### src/rtl/cmd_frame_parser.sv
// UART command-frame parser: hunts SYNC, buffers one frame, checks CRC-8, then
// streams CMD/payload out as valid/ready beats with error pulses and statistics.
module cmd_frame_parser #(
    parameter int unsigned MAX_LEN     = 32,
    parameter logic [7:0]  SYNC_BYTE   = 8'hAA,
    parameter logic [7:0]  CRC_POLY    = 8'h07,
    parameter logic [7:0]  CRC_INIT    = 8'h00,
    parameter int unsigned TIMEOUT_CYC = 100000
) (
    input  logic        CLK,
    input  logic        rst_n,
    input  logic [7:0]  rx_data,
    input  logic        rx_valid,
    output logic [7:0]  m_cmd,
    output logic [7:0]  m_len,
    output logic [7:0]  m_data,
    output logic        m_valid,
    output logic        m_last,
    input  logic        m_ready,
    output logic        frame_ok,
    output logic        err_crc,
    output logic        err_len,
    output logic        err_timeout,
    output logic        err_overrun,
    output logic        busy,
    output logic [15:0] frame_cnt,
    output logic [15:0] err_cnt
);
    localparam int unsigned DEPTH = (MAX_LEN > 2) ? MAX_LEN - 2 : 1;
    localparam int unsigned AW    = (DEPTH > 1) ? $clog2(DEPTH) : 1;
    localparam int unsigned TW    = (TIMEOUT_CYC > 1) ? $clog2(TIMEOUT_CYC + 1) : 1;

    typedef enum logic [2:0] {S_IDLE, S_LEN, S_BODY, S_CHK, S_OUT} state_t;

    state_t        state_q;
    logic [7:0]    crc_q, len_q, cnt_q, cmd_q, idx_q;
    logic [TW-1:0] tmo_q;
    logic [7:0]    m_cmd_q, m_len_q, m_data_q;
    logic          m_valid_q, m_last_q;
    logic          frame_ok_q, err_crc_q, err_len_q, err_timeout_q, err_overrun_q;
    logic [15:0]   frame_cnt_q, err_cnt_q;
    logic [7:0]    buf_mem [DEPTH];

    function automatic logic [7:0] crc8_byte(input logic [7:0] crc, input logic [7:0] data);
        logic [7:0] c;
        c = crc ^ data;
        for (int i = 0; i < 8; i++) begin
            c = c[7] ? ({c[6:0], 1'b0} ^ CRC_POLY) : {c[6:0], 1'b0};
        end
        return c;
    endfunction

    logic [7:0]    crc_d;
    logic          wr_en, len_ok, last_body, tmo_hit, any_err;
    logic [AW-1:0] wr_addr, rd_next;

    assign crc_d     = crc8_byte(crc_q, rx_data);
    assign wr_en     = rx_valid && (state_q == S_BODY) && (cnt_q != 8'd0);
    assign wr_addr   = AW'(cnt_q - 8'd1);
    assign rd_next   = AW'(idx_q + 8'd1);
    assign len_ok    = (rx_data >= 8'd2) && (rx_data <= 8'(MAX_LEN));
    assign last_body = (cnt_q == len_q - 8'd2);
    assign tmo_hit   = (TIMEOUT_CYC != 0) && (tmo_q == TW'(TIMEOUT_CYC - 1));
    assign any_err   = err_crc_q | err_len_q | err_timeout_q | err_overrun_q;

    // Payload buffer: written while receiving BODY, read into m_data_q during OUT.
    always_ff @(posedge CLK) begin
        if (wr_en) buf_mem[wr_addr] <= rx_data;
    end

    always_ff @(posedge CLK or negedge rst_n) begin
        if (!rst_n) begin
            state_q       <= S_IDLE;
            crc_q         <= CRC_INIT;
            len_q         <= 8'd0;
            cnt_q         <= 8'd0;
            cmd_q         <= 8'd0;
            idx_q         <= 8'd0;
            tmo_q         <= '0;
            m_cmd_q       <= 8'd0;
            m_len_q       <= 8'd0;
            m_data_q      <= 8'd0;
            m_valid_q     <= 1'b0;
            m_last_q      <= 1'b0;
            frame_ok_q    <= 1'b0;
            err_crc_q     <= 1'b0;
            err_len_q     <= 1'b0;
            err_timeout_q <= 1'b0;
            err_overrun_q <= 1'b0;
            frame_cnt_q   <= 16'd0;
            err_cnt_q     <= 16'd0;
        end else begin
            frame_ok_q    <= 1'b0;
            err_crc_q     <= 1'b0;
            err_len_q     <= 1'b0;
            err_timeout_q <= 1'b0;
            err_overrun_q <= 1'b0;
            if (frame_ok_q && frame_cnt_q != 16'hFFFF) frame_cnt_q <= frame_cnt_q + 16'd1;
            if (any_err && err_cnt_q != 16'hFFFF) err_cnt_q <= err_cnt_q + 16'd1;
            if (rx_valid) tmo_q <= '0;

            case (state_q)
                S_IDLE: begin
                    if (rx_valid && rx_data == SYNC_BYTE) begin
                        state_q <= S_LEN;
                        crc_q   <= CRC_INIT;
                    end
                end
                S_OUT: begin
                    if (rx_valid) err_overrun_q <= 1'b1;
                    if (m_ready) begin
                        if (m_last_q) begin
                            m_valid_q <= 1'b0;
                            m_last_q  <= 1'b0;
                            state_q   <= S_IDLE;
                        end else begin
                            idx_q    <= idx_q + 8'd1;
                            m_data_q <= buf_mem[rd_next];
                            m_last_q <= (idx_q + 8'd2 == m_len_q);
                        end
                    end
                end
                default: begin
                    if (!rx_valid) begin
                        if (tmo_hit) begin
                            err_timeout_q <= 1'b1;
                            tmo_q         <= '0;
                            state_q       <= S_IDLE;
                        end else if (TIMEOUT_CYC != 0) begin
                            tmo_q <= tmo_q + 1'b1;
                        end
                    end else if (state_q == S_LEN) begin
                        if (len_ok) begin
                            len_q   <= rx_data;
                            crc_q   <= crc_d;
                            cnt_q   <= 8'd0;
                            state_q <= S_BODY;
                        end else begin
                            err_len_q <= 1'b1;
                            state_q   <= S_IDLE;
                        end
                    end else if (state_q == S_BODY) begin
                        crc_q <= crc_d;
                        if (cnt_q == 8'd0) cmd_q <= rx_data;
                        if (last_body) state_q <= S_CHK;
                        else           cnt_q   <= cnt_q + 8'd1;
                    end else begin
                        // CRC byte: on a match the first beat is presented immediately.
                        if (rx_data == crc_q) begin
                            frame_ok_q <= 1'b1;
                            state_q    <= S_OUT;
                            m_valid_q  <= 1'b1;
                            m_cmd_q    <= cmd_q;
                            m_len_q    <= len_q - 8'd2;
                            idx_q      <= 8'd0;
                            m_last_q   <= (len_q <= 8'd3);
                            m_data_q   <= (len_q == 8'd2) ? 8'h00 : buf_mem[{AW{1'b0}}];
                        end else begin
                            err_crc_q <= 1'b1;
                            state_q   <= S_IDLE;
                        end
                    end
                end
            endcase
        end
    end

    assign m_cmd       = m_cmd_q;
    assign m_len       = m_len_q;
    assign m_data      = m_data_q;
    assign m_valid     = m_valid_q;
    assign m_last      = m_last_q;
    assign frame_ok    = frame_ok_q;
    assign err_crc     = err_crc_q;
    assign err_len     = err_len_q;
    assign err_timeout = err_timeout_q;
    assign err_overrun = err_overrun_q;
    assign busy        = (state_q != S_IDLE);
    assign frame_cnt   = frame_cnt_q;
    assign err_cnt     = err_cnt_q;
endmodule

### config.mk
export PLATFORM = sky130hd
export DESIGN_NAME = cmd_frame_parser
export DESIGN_NICKNAME = d
export VERILOG_FILES = /design/src/rtl/cmd_frame_parser.sv
export SDC_FILE = /design/constraint.sdc
export NUM_CORES = 1
export LEC_CHECK = 0
export ABC_AREA = 1
export CORE_AREA = 4 4 188 190
export CTS_CLUSTER_SIZE = 10
export DETAILED_ROUTE_END_ITERATION = 8
export DIE_AREA = 0 0 192 194
export PLACE_DENSITY = 0.66
export SETUP_SLACK_MARGIN = 0.02
export SKIP_CTS_REPAIR_TIMING = 1
export SLEW_MARGIN = 20
export SYNTH_ARGS = -nofsm -noshare
export SYNTH_HDL_FRONTEND = slang
export SYNTH_SLANG_ARGS = --single-unit
export TNS_END_PERCENT = 1
### constraint.sdc
create_clock -name CLK -period 2.3 [get_ports CLK]
set_clock_uncertainty 0.1 [all_clocks]
set_input_delay 0.345 -clock CLK [delete_from_list [all_inputs] [get_ports CLK]]
set_output_delay 0.345 -clock CLK [all_outputs]
set_load 0.01 [all_outputs]
==> results.yml, run 1 <==
global_routing:
  overflow: 0
  grt_max_degree: 124
  grt_pass1_wl_um: 68400
  track_usage: 0.230
  first_global_vias: 12500
  antenna_found_initial: 0
logic_synthesis:
  synth_cells: 1718
  synth_fa_ha_area_frac: 0.0112
  yosys.area_share.simple: 0.230
  synthMuxAreaShare: 0
  ys_seq_elements: 363
  synth_compound_area_frac: 0.0595
  ys_async_sr_fraction: 0.339
  ys.flop_type: "edfxtp_1"
  syn_nets: 1745
  ys_seq_area_frac: 0.615
  ys_warn_count: 0
  syn_avg_cell_area_um2: 9.74
  synth_edf_count: 240
  synth_xor_area_frac: 0.0401
  yosysUniqueCellTypes: 46
  synth_area_um2: 16700
  synth_top_family_by_area: "simple AND/OR/NAND/NOR gates"
route:
  vias_per_cell: 5.34
  drt_iter0_markers: 1011
  postRouteWirelength_um: 42500
  wl_per_cell_um: 18.0
  first_pass_iters: 5
  dr_total_vias: 12600
  drcViolationCount: 0
  final_antenna_net_count: 0
pwr:
  p_sw_mw: 6.36
  p_per_area_nw_per_um2: 967
  p_leak_nw: 8.15
  combPwrFrac: 0.292
  switching_share: 0.326
  max-vdd-ir-drop_mv: 0.639
  clkPwrFrac: 0.314
  pwr-share-seq: 0.395
  cellInternalPower_mw: 13.1
worst_setup_path:
  critPathArrivalTime_ns: 2.38
  worst_setup_path_start_kind: "flop"
  max_stage_delay_ns: 0.37
  cpMaxStageDelayCell: "dfrtp_1"
  required_ns: 2.49
  crit_fanout: 8
  cp_common_cell: "buf_4"
  path_class: "reg2reg"
  crit_chain: "inv_1 -> ha_1 -> nand4_1 -> nor4_2 -> nor2_2 -> nand2_1 -> buf_4 -> nor2_1 -> buf_4"
  worstSetupEndpointType: "flop"
clocking:
  h-tree-depth: 2
  cts_buffers: 43
  clock_path_buffers: 3
  cts.clk_slew.worst_paths_ns: 0.06
  clock_sinks: 363
  cts_tree: "built"
  clkLatencyLatePin_ns: 0.55
  cts_root_buf: "clkbuf_16"
sta:
  slew_violations: 0
  hold_viol: 0
  post-route-min-period_ns: 2.19
  max-slew-margin-rel: 0.570
  fin_hold_ws_ns: 0.363
  tightest_slew_ns: 0.645
  clock.fmax_ghz: 0.457
  fin_crit_sh: 0.952
  grt_setup_unrepaired: "yes"
  final-setup-viol-count: 0
floorplan:
  fp.dieArea_um2: 37200
  initial_core_util: 0.500
  dieWidth_um: 192
  io_pins: 76
  core_region_area_um2: 33400
  placementRows: 67
  die_height_um: 194
finish:
  layout_commonest_cell: "nand2_1"
  diodes: 0
  fill_cells: 2780
  final_cell_mix: "374 x nand2_1, 276 x nor2_1, 240 x edfxtp_1, 164 x nand3_1, 148 x o21ai_0"
  area_growth_pct: 20.4
  stdcell_area_um2: 20200
  drive_gt1_frac: 0.121
  fin_nets: 1926
place:
  hpwl_um: 28600
  portBuffers: 75
  placed_area_um2: 18800
  globalplace.congestion: 0.888
min_path:
  hold_path_class: "in2async"
status:
  status: "finished clean"
flow_run:
  maxCapViolations: 0
[through the flow]
step | instances | util | TNS [ns] | total power [mW] | worst slack, ns
3_3_place_gp | 2300 | 0.562 | -41.18 | 13.3 | -0.200
4_1_cts | 2366 | 0.600 | -0.0828 | 19.5 | -0.0804
3_5_place_dp | 2300 | 0.562 | -53.22 | 13.4 | -0.268
6_report | 2368 | 0.603 | 0 | 19.5 | 0.110
2_1_floorplan | 1718 | - | 0 | 11.2 | 0.130
5_1_grt | 2368 | 0.603 | -0.907 | 20.6 | -0.0283
[worst paths after layout]
| kind | startpoint | to | slack, ns | cells past startpoint |
|---|---|---|---|---|
| max | cnt_q[1] | buf_mem[9][0] | 0.11 | 9 |
| min | rst_n | tmo_q[11] | 0.36 | 3 |
| max reg2reg | cnt_q[1] | buf_mem[9][0] | 0.11 | 9 |
| min reg2reg | cmd_q[2] | m_cmd[2] | 0.38 | 2 |
| max in group asynchronous | rst_n | idx_q[0] | 1.23 | 3 |
| min in group CLK | cmd_q[2] | m_cmd[2] | 0.38 | 2 |
[flip-flops by register name (all words and copies together), names as in the netlist]
signal       flops
idx_q            8
cmd_q            8
cnt_q            8
m_cmd            8
m_data           8
m_len            8
state_q          3
crc_q            8
frame_cnt       16
tmo_q           17
len_q            8
err_overrun      1
m_valid          1
err_timeout      1
err_len          1
err_cnt         16
err_crc          1
m_last           1
frame_ok         1
buf_mem        240
[synth_stat cells (8+ instances only)]
master	number	area [um2]
buf_2	32	160
o211ai_1	9	67.6
clkbuf_1	21	78.8
nand2_1	377	1420
nor2_1	278	1040
dfrtp_1	123	3080
a21oi_1	15	75.1
ha_1	15	188
inv_2	11	41.3
nand3_1	166	831
xor2_1	38	333
or2_2	11	68.8
nand4_1	22	138
xnor2_1	28	245
nor4_1	8	50.1
inv_1	99	372
o21ai_0	148	741
nor3_1	17	85.1
edfxtp_1	240	7210
[logic make-up (layout without fill, tap and decap cells)]
kind of cell,Yosys count,count (layout)
buf+inv,176,378
flops,363,363
compound gates,189,189
simple gates,904,904
xor+xnor,71,71
fa+ha+maj,15,15
[layout make-up]
type | instances | area [um2] | share of cell area
Clock buffer | 61 | 1200 | 0.0598
Clock inverter | 5 | 36.3 | 0.00180
Inverter | 111 | 422 | 0.0209
Multi-Input combinational cell | 1179 | 5750 | 0.285
Sequential cell | 363 | 10300 | 0.511
Tap cell | 448 | 561 | 0.0278
Timing Repair Buffer | 201 | 1890 | 0.0937
[power groups by stage]
stage | registers [mW] | clock network, mW | logic [mW]
after global routing | 7.75 | 6.51 | 6.34
final | 7.70 | 6.11 | 5.68
after CTS | 7.69 | 6.22 | 5.58
after floorplan | 7.79 | 0 | 3.43
after detailed placement | 7.81 | 0 | 5.55
after global placement | 7.81 | 0 | 5.48
[layer usage]
layer  routed length, um  vias to the layer above  global-route usage
met5                   0                        -                   0
met4                 961                        0              0.0644
met1               18500                     6086               0.323
met2               20700                      369               0.379
met3                2360                       71              0.0322
li1                    -                     6117                   -
[worst max-delay path, delay by kind of cell (launching register included)]
family	cells	cell delay (ns)
AND/OR/NAND/NOR	5	0.76
buffers and inverters	3	0.47
flip-flops	1	0.37
adder cells (fa/ha/maj)	1	0.22
No activity file was read; power rests on OpenSTA's default activity.
==> inputs of run 2 (changes only) <==
--- a/config.mk
+++ b/config.mk
@@ -6,11 +6,11 @@
 export NUM_CORES = 1
 export LEC_CHECK = 0
 export ABC_AREA = 1
-export CORE_AREA = 4 4 188 190
+export CORE_AREA = 4 4 208 210
 export CTS_CLUSTER_SIZE = 10
 export DETAILED_ROUTE_END_ITERATION = 8
-export DIE_AREA = 0 0 192 194
-export PLACE_DENSITY = 0.66
+export DIE_AREA = 0 0 212 214
+export PLACE_DENSITY = 0.53
 export SETUP_SLACK_MARGIN = 0.02
 export SKIP_CTS_REPAIR_TIMING = 1
 export SLEW_MARGIN = 20
==> constraint.sdc (replaced) <==
create_clock -name CLK -period 2.1 [get_ports CLK]
set_clock_uncertainty 0.1 [all_clocks]
set_input_delay 0.315 -clock CLK [delete_from_list [all_inputs] [get_ports CLK]]
set_output_delay 0.315 -clock CLK [all_outputs]
set_load 0.01 [all_outputs]
==> run 2 against run 1 <==
  * The flow now finishes with violations (negative setup slack)
  * Register-to-register slack got worse by 0.19 ns
  * Fmax increased by 0.57%
  * Sequential share of layout area decreased by 2.8 points
==> results.yml, run 2 (same netlist as run 1, synthesis figures left out) <==
sta:
  tightest_slew_ns: 0.433
  slew_violations: 0
  hold_viol: 0
  setup-tns-final_ns: -0.332
  post-route-min-period_ns: 2.18
  clock.fmax_ghz: 0.459
  fin_crit_sh: 1.04
  fin_ws_ns: -0.0775
  grt_setup_unrepaired: "yes"
  final-setup-viol-count: 7
  max-slew-margin-rel: 0.711
worst_setup_path:
  worst-r2r-setup-slack_ns: -0.08
  critPathArrivalTime_ns: 2.51
  required_ns: 2.43
  path_class: "reg2reg"
  crit_start: "idx_q[0]"
  reg2reg_from: "idx_q[0]"
  crit_fanout: 6
  worst_setup_path_start_kind: "flop"
  worstSetupEndpointType: "flop"
floorplan:
  initial_core_util: 0.402
  fp.dieArea_um2: 45400
  placementRows: 75
  die_height_um: 214
  dieWidth_um: 212
  io_pins: 76
  core_region_area_um2: 41600
finish:
  layout_commonest_cell: "nand2_1"
  diodes: 0
  fin_nets: 1977
  final_cell_mix: "358 x nand2_1, 256 x nor2_1, 240 x edfxtp_1, 130 x nand3_1, 126 x o21ai_0"
  reg_top3: "buf_mem (240), tmo_q (17)"
  top_register: "buf_mem"
  drive_gt1_frac: 0.183
  stdcell_area_um2: 21300
  area_growth_pct: 27.6
  largest_reg_flops: 240
  fill_cells: 3800
route:
  dr_total_vias: 12800
  final_antenna_net_count: 0
  vias_per_cell: 5.09
  first_pass_iters: 5
  wl_per_cell_um: 18.3
  drt_iter0_markers: 749
  postRouteWirelength_um: 45900
  drcViolationCount: 0
place:
  dpl_worst_slack_ns: -0.440
  globalplace.congestion: 0.918
  portBuffers: 75
  placed_area_um2: 19300
  hpwl_um: 30600
pwr:
  p_per_area_nw_per_um2: 1070
  max-vdd-ir-drop_mv: 0.855
  p_total_mw: 22.9
  p_leak_nw: 8.62
global_routing:
  track_usage: 0.193
  antenna_found_initial: 0
  overflow: 0
  grt_pass1_wl_um: 69700
  grt_max_degree: 71
  first_global_vias: 12400
clocking:
  cts_buffers: 44
  cts_tree: "built"
  cts.clk_slew.worst_paths_ns: 0.05
  clkLatencyLatePin_ns: 0.55
  clock_path_buffers: 3
  h-tree-depth: 2
  cts_root_buf: "clkbuf_16"
  clock_sinks: 363
status:
  status: "finished, violations left"
  violations: "negative setup slack"
min_path:
  hold_path_class: "in2async"
flow_run:
  maxCapViolations: 0
==> run 2: cell count changes in the layout (fill, tap and decap cells not counted), moves of 14 or more <==
cell     previous run  this run
buf_4             109       125
nand3_2             4        37
nor2_1            276       256
o21ai_0           148       126
nand3_1           164       130
nor2_2              8        25
o21ai_1             5        25
nand2_1           374       358
buf_12             11        25
==> run 2: worst paths after layout <==
path | endpoint | depth (start not counted)
setup / recovery | m_data[5] | 12
hold / removal | tmo_q[14] | 2
setup reg to reg | m_data[5] | 12
hold reg to reg | m_data[1] | 2
max in group asynchronous | frame_cnt[6] | 3
min in group CLK | m_data[1] | 2
==> run 2: power breakdown <==
| part | switching, mW | internal, mW | leakage [nW] |
|---|---|---|---|
| clock | 2.80 | 3.92 | 0.598 |
| sequential | 0.368 | 8.04 | 3.81 |
| combinational | 4.50 | 3.22 | 4.21 |
==> run 2: layer usage <==
metal,global-route usage,vias up,share of wire
met3,0.0277,71,0.038
li1,-,6241,-
met5,0,-,0
met1,0.273,6205,0.46
met2,0.309,259,0.47
met4,0.0616,0,0.029
==> run 2: through the flow <==
step	hold slack, ns	std cells	utilization
global route	0.0237	2512	0.513
floorplan	-0.0806	1718	-
finish	0.0269	2512	0.513
detailed placement	0.0410	2424	0.465
CTS	-0.555	2493	0.494
global placement	0.0408	2424	0.465
==> run 2: critical path, stage by stage, from the launching register on <==
cell and delay [ns]:
dfrtp_4 0.50, ha_4 0.32, buf_8 0.15, inv_6 0.06
buf_6 0.14, nand2_1 0.05, nand3_1 0.09, nand3_2 0.12
o211ai_1 0.10, nand3_1 0.16, nand3_2 0.12, nand2_1 0.08
nand2_1 0.06
==> run 2: area by class of cell <==
class	count	area [um2]	area share
Clock inverter	6	26.3	0.00123
Inverter	111	445	0.0209
Multi-Input combinational cell	1179	6080	0.285
Tap cell	539	674	0.0316
Sequential cell	363	10300	0.482
Clock buffer	63	1200	0.0564
Timing Repair Buffer	250	2620	0.123
Timing Repair inverter	1	8.76	0.000410
